--- src/rtl/fetch_stage.sv ---
// fetch_stage: PC, single-outstanding imem read, IF/ID register.
// Define FETCH_PERF_CNT_EN to add the cnt_fetch/cnt_drop counters.
module fetch_stage #(
  parameter logic [31:0] RESET_PC  = 32'h0000_0000,
  parameter logic [31:0] NOP_INSTR = 32'h0400_0000
) (
  input  logic        clk,
  input  logic        reset,
  output logic        imem_req,
  output logic [31:0] imem_addr,
  input  logic [31:0] imem_rdata,
  input  logic        imem_valid,
  input  logic        stall_d,
  input  logic        branch_taken,
  input  logic [31:0] branch_target,
  input  logic        jump,
  input  logic [31:0] jump_target,
  output logic [31:0] instr_d,
  output logic [5:0]  op_d,
  output logic [31:0] pcplus4_d,
  output logic        valid_d
`ifdef FETCH_PERF_CNT_EN
  ,
  output logic [31:0] cnt_fetch,
  output logic [31:0] cnt_drop
`endif
);

  typedef enum logic [1:0] {
    ISSUE,
    WAIT,
    HOLD
  } state_t;

  localparam logic [31:0] AMASK = 32'hFFFF_FFFC;

  state_t      state, state_n;
  logic [31:0] pc, pc_n;
  logic [31:0] pc4, tgt;
  logic [31:0] hbuf, hbuf_n;
  logic [31:0] ld_word, ld_pc4;
  logic        discard, discard_n;
  logic        redirect, ld;

  assign redirect  = branch_taken | jump;
  assign tgt       = (jump ? jump_target : branch_target) & AMASK;
  assign pc4       = pc + 32'd4;
  assign imem_req  = (state == ISSUE) && !reset;
  assign imem_addr = pc;
  assign op_d      = instr_d[31:26];

  // Next state, next PC, hold buffer and IF/ID load selection
  always_comb begin
    state_n   = state;
    pc_n      = pc;
    discard_n = discard;
    hbuf_n    = hbuf;
    ld        = 1'b0;
    ld_word   = imem_rdata;
    ld_pc4    = pc4;
    unique case (state)
      ISSUE: begin
        state_n = WAIT;
        if (redirect) discard_n = 1'b1;
      end
      WAIT: begin
        if (imem_valid) begin
          if (discard || redirect) begin
            discard_n = 1'b0;
            state_n   = ISSUE;
          end else if (!stall_d) begin
            ld      = 1'b1;
            pc_n    = pc4;
            state_n = ISSUE;
          end else begin
            hbuf_n  = imem_rdata;
            pc_n    = pc4;
            state_n = HOLD;
          end
        end else if (redirect) begin
          discard_n = 1'b1;
        end
      end
      HOLD: begin
        if (redirect) begin
          state_n = ISSUE;
        end else if (!stall_d) begin
          ld      = 1'b1;
          ld_word = hbuf;
          ld_pc4  = pc;
          state_n = ISSUE;
        end
      end
      default: state_n = ISSUE;
    endcase
    if (redirect) pc_n = tgt;
  end

  // Fetch control registers
  always_ff @(posedge clk) begin
    if (reset) begin
      state   <= ISSUE;
      pc      <= RESET_PC & AMASK;
      discard <= 1'b0;
      hbuf    <= '0;
    end else begin
      state   <= state_n;
      pc      <= pc_n;
      discard <= discard_n;
      hbuf    <= hbuf_n;
    end
  end

  // IF/ID register: flush on redirect, load, drain or hold
  always_ff @(posedge clk) begin
    if (reset) begin
      instr_d   <= NOP_INSTR;
      pcplus4_d <= '0;
      valid_d   <= 1'b0;
    end else if (redirect) begin
      instr_d <= NOP_INSTR;
      valid_d <= 1'b0;
    end else if (ld) begin
      instr_d   <= ld_word;
      pcplus4_d <= ld_pc4;
      valid_d   <= 1'b1;
    end else if (!stall_d) begin
      instr_d <= NOP_INSTR;
      valid_d <= 1'b0;
    end
  end

`ifdef FETCH_PERF_CNT_EN
  logic dropped;

  assign dropped =
    ((state == WAIT) && imem_valid && (discard || redirect)) ||
    ((state == HOLD) && redirect);

  // Delivered and dropped word counters
  always_ff @(posedge clk) begin
    if (reset) begin
      cnt_fetch <= '0;
      cnt_drop  <= '0;
    end else begin
      if (ld) cnt_fetch <= cnt_fetch + 32'd1;
      if (dropped) cnt_drop <= cnt_drop + 32'd1;
    end
  end
`endif

endmodule

--- config.mk ---
export PLATFORM = sky130hd
export DESIGN_NAME = fetch_stage
export DESIGN_NICKNAME = d
export VERILOG_FILES = /design/src/rtl/fetch_stage.sv
export SDC_FILE = /design/constraint.sdc
export NUM_CORES = 1
export LEC_CHECK = 0
export BUFFER_PORTS_ARGS = -buffer_cell sky130_fd_sc_hd__buf_4
export CORE_MARGIN = 2
export CORE_UTILIZATION = 50
export CTS_CLUSTER_SIZE = 20
export DETAILED_ROUTE_END_ITERATION = 8
export GPL_TIMING_DRIVEN = 0
export PLACE_DENSITY_LB_ADDON = 0.25
export SLEW_MARGIN = 20
export SYNTH_ARGS = -nofsm -noshare
export SYNTH_HDL_FRONTEND = slang
export SYNTH_SLANG_ARGS = --single-unit
export TNS_END_PERCENT = 20
--- constraint.sdc ---
create_clock -name clk -period 2.84 [get_ports clk]
set_clock_uncertainty 0.05 [all_clocks]
set_input_delay 0.426 -clock clk [delete_from_list [all_inputs] [get_ports clk]]
set_output_delay 0.426 -clock clk [all_outputs]
set_load 0.01 [all_outputs]
==> flow_summary_export.csv <==
group,metric,value,unit
die,die_w,118,um
timing,clock.fmax,392,MHz
synthesis,synth_top_area_cell,"dfxtp_1",
setup_path,start_kind,"flop",
clock_tree,ctsResizeCount,0,
routing,viasPerCell,5.72,
synthesis,ys_ff_latch,128,
layout,drive_gt1_share,25.6,%
setup_path,crit_required,3060,ps
clock_tree,cts_tree,"done",
synthesis,synth_async_sr_flop_share,0,%
clock_tree,numCtsBuffers,17,
clock_tree,clkSlewWorstSetupHoldPaths,60,ps
routing,first_pass_iters,5,
synthesis,yosysWarnings,0,
synthesis,synthCells,842,
synthesis,ys_seq_area_share,39.5,%
setup_path,crit_fanout,8,
timing,layout_min_cycle_time,2550,ps
clock_tree,ctsHtreeMaxLevel,4,
clock_tree,insertion_delay,420,ps
synthesis,yosys-top-cells-area,"dfxtp_1, nand2_1, a22oi_1",
clock_tree,ctsHoldBuffers,0,
synthesis,avgSynthCellArea,7.71,um^2
synthesis,synthFlopType,"dfxtp_1",
pwr,seqPwrFrac,38.7,%
global_routing,grtUsageTotal,29.5,%
timing,fin_crit_sh,89.8,%
clock_tree,cts.sinks,128,
status,outcome,"finished clean",
setup_path,crit_chain,"ha_1 > nand3_1 > nor4_1 > nand3_1 > xor2_1 > o22ai_1",
routing,postRouteAntennaNets,0,
routing,wl,21100,um
setup_path,cp_num_buf_inv,0,
pwr,leakage,3.57,nW
timing,slew_headroom,47.0,%
timing,final.setup.tns,0,ps
timing,worst_pin_slew,795,ps
routing,drc,0,
synthesis,synth_edf_count,0,
die,core_region_area,12700,um^2
timing,maxSlewViolCount,0,
timing,worst_slack,290,ps
timing,setup_viol,0,
global_routing,grt_pass1_wl,33000,um
run,drv_cap,0,
timing,final_hold_viol_count,0,
pwr,powerDensity,549,nW/um^2
pwr,swShare,24.1,%
die,initial_utilization,51.2,%
pwr,switching_power,1.17,mW
routing,initialDrtViolationCount,830,
layout,antennaDiodeCount,0,
global_routing,grt_pass1_vias,6478,
die,ios,206,
synthesis,synth.distinct_cells,57,
layout,fin_nets,1166,
synthesis,syn_area,6490,um^2
setup_path,cpMaxStageDelayCell,"nor4_1",
clock_tree,cts_setup_buffers,0,
global_routing,grt_max_degree,17,
placed_design,place_ws,393,ps
layout,fillers,1071,
layout,areaGrowthSynthToFinish,36.3,%
placed_design,gp_congestion,0.960,
setup_path,arrival,2770,ps
pwr,internal-power,3.69,mW
clock_tree,clockBufferDepth,2,
die,chipHeight,118,um
pwr,p_clk_share,50.3,%
pwr,irDropWorstVdd,0.381,mV
timing,rsz0062_at_grt,"no",
setup_path,slowest_delay,750,ps
setup_path,critical_path.top_delay_family,"simple AND/OR/NAND/NOR gates",
pwr,p_comb_share,11.0,%
routing,wire_per_inst,17.0,um
global_routing,antenna_found_initial,0,
die,die-area,13900,um^2
global_routing,grt-ovfl-total,0,
routing,num_vias,7120,
clock_tree,clockRootBuffer,"clkbuf_16",
synthesis,synth_top_area_share,39.5,%
setup_path,cp_common_cell,"nand3_1",
placed_design,dp_hpwl,15200,um
die,rows,41,
placed_design,place.port_buffers,196,
setup_path,critical_path_class,"flop to flop",
worst_hold_path,hold_path_class,"input port to flop",
setup_path,end_kind,"flop",
-- per-layer routing --
| metal | up-vias | share of wire (%) | GRT usage, % |
|---|---|---|---|
| met1 | 3256 | 41 | 39.2 |
| met4 | 0 | 3.3 | 12.6 |
| li1 | 3397 | - | - |
| met5 | - | 0 | 0 |
| met3 | 69 | 11 | 7.41 |
| met2 | 398 | 45 | 45.6 |
-- path summary, 6_finish.rpt --
kind	from	end	slack (ps)	cells after the start
worst max-delay path	imem_addr[3]	imem_addr[18]	290	6
worst max register to register	imem_addr[3]	imem_addr[18]	290	6
worst min register to register	hbuf[12]	hbuf[12]	400	2
worst min-delay path	imem_valid	discard	180	2
-- synth_stat cells, drive strengths merged (3+ instances only) --
cell type and number:
nor4b 3, nand4 17, buf 34, a221o 6, a22oi 45, nand3b 5
mux2i 5, xor2 21, a211oi 36, o21ai 12, a21oi 55, a31o 3
inv 8, nor2 83, a221oi 3, o31ai 4, dfxtp 128, ha 4
nand3 28, nor4 10, a222oi 6, o22ai 10, and3 8, and4 5
xnor2 20, clkbuf 50, nor3 15, nand2 192, nor2b 7
-- cell usage in the layout, fill, tap and decap left out, types with 4 or more instances in the layout --
master     count
o31ai_1        4
xnor2_1       20
a222oi_1       6
buf_2         21
bufinv_16      5
mux2i_1        5
nand3b_1       5
inv_1          8
a221o_1        6
clkbuf_1      50
nor2b_1        7
a211oi_1      35
nor4_1         6
o22ai_1       10
xor2_1        21
dfxtp_1      128
nand2_1      192
conb_1         4
nand4_1       15
buf_4        208
a22oi_1       45
o21ai_0       12
and3_1         8
a21oi_1       55
clkbuf_16     17
ha_1           4
and4_1         5
nor2_1        82
nand3_1       28
nor3_1        15
-- worst reg2reg max path: stages, from the launching register on --
cell and delay [ps]:
dfxtp_1 500, ha_1 300, nand3_1 320, nor4_1 750
nand3_1 170, xor2_1 200, o22ai_1 110
-- layout make-up --
class                      count  area (um^2)  share of cell area, %
clock inverter                12          204                   2.30
multi-input combinational    625         3520                   39.8
tap                          172          215                   2.43
buffer                        84          388                   4.38
inverter                       8         30.0                  0.339
sequential                   128         2560                   29.0
timing repair buffer         196         1470                   16.6
clock buffer                  20          457                   5.16
-- sequential cells by signal, summed over array words and instances, names as in the netlist --
| register | cells |
|---|---|
| state | 2 |
| discard | 1 |
| pcplus4_d | 30 |
| instr_d | 32 |
| imem_addr | 30 |
| valid_d | 1 |
| hbuf | 32 |
-- per-stage QoR --
stage          cells  power, mW  hold slack, ps  cell area [um^2]  util, %
6_report        1245       4.86             184              8850     69.9
5_1_grt         1245       5.01             205              8850     69.9
3_5_place_dp    1213       2.44             397              8190     64.6
3_3_place_gp    1213       2.44             393              8190     64.6
2_1_floorplan    845       2.18             387              6500        -
4_1_cts         1245       4.86             170              8850     69.9
-- kinds of logic after synthesis --
family,share of synthesized area [%]
AO/OA/AOI/OAI,19.8
XOR/XNOR,5.53
adder cells (fa/ha/maj),0.771
buffers and inverters,6.44
flip-flops,39.5
multiplexers,0.771
other,0.0578
AND/OR/NAND/NOR,27.2
-- power groups by stage --
stage | sequential [mW] | clock (mW) | combinational [mW]
6_report | 1.88 | 2.44 | 0.536
3_3_place_gp | 1.92 | 0 | 0.519
4_1_cts | 1.88 | 2.45 | 0.526
5_1_grt | 1.88 | 2.55 | 0.574
2_1_floorplan | 1.92 | 0 | 0.263
3_5_place_dp | 1.92 | 0 | 0.522
Note: power is estimated with default switching activity, not from simulation.
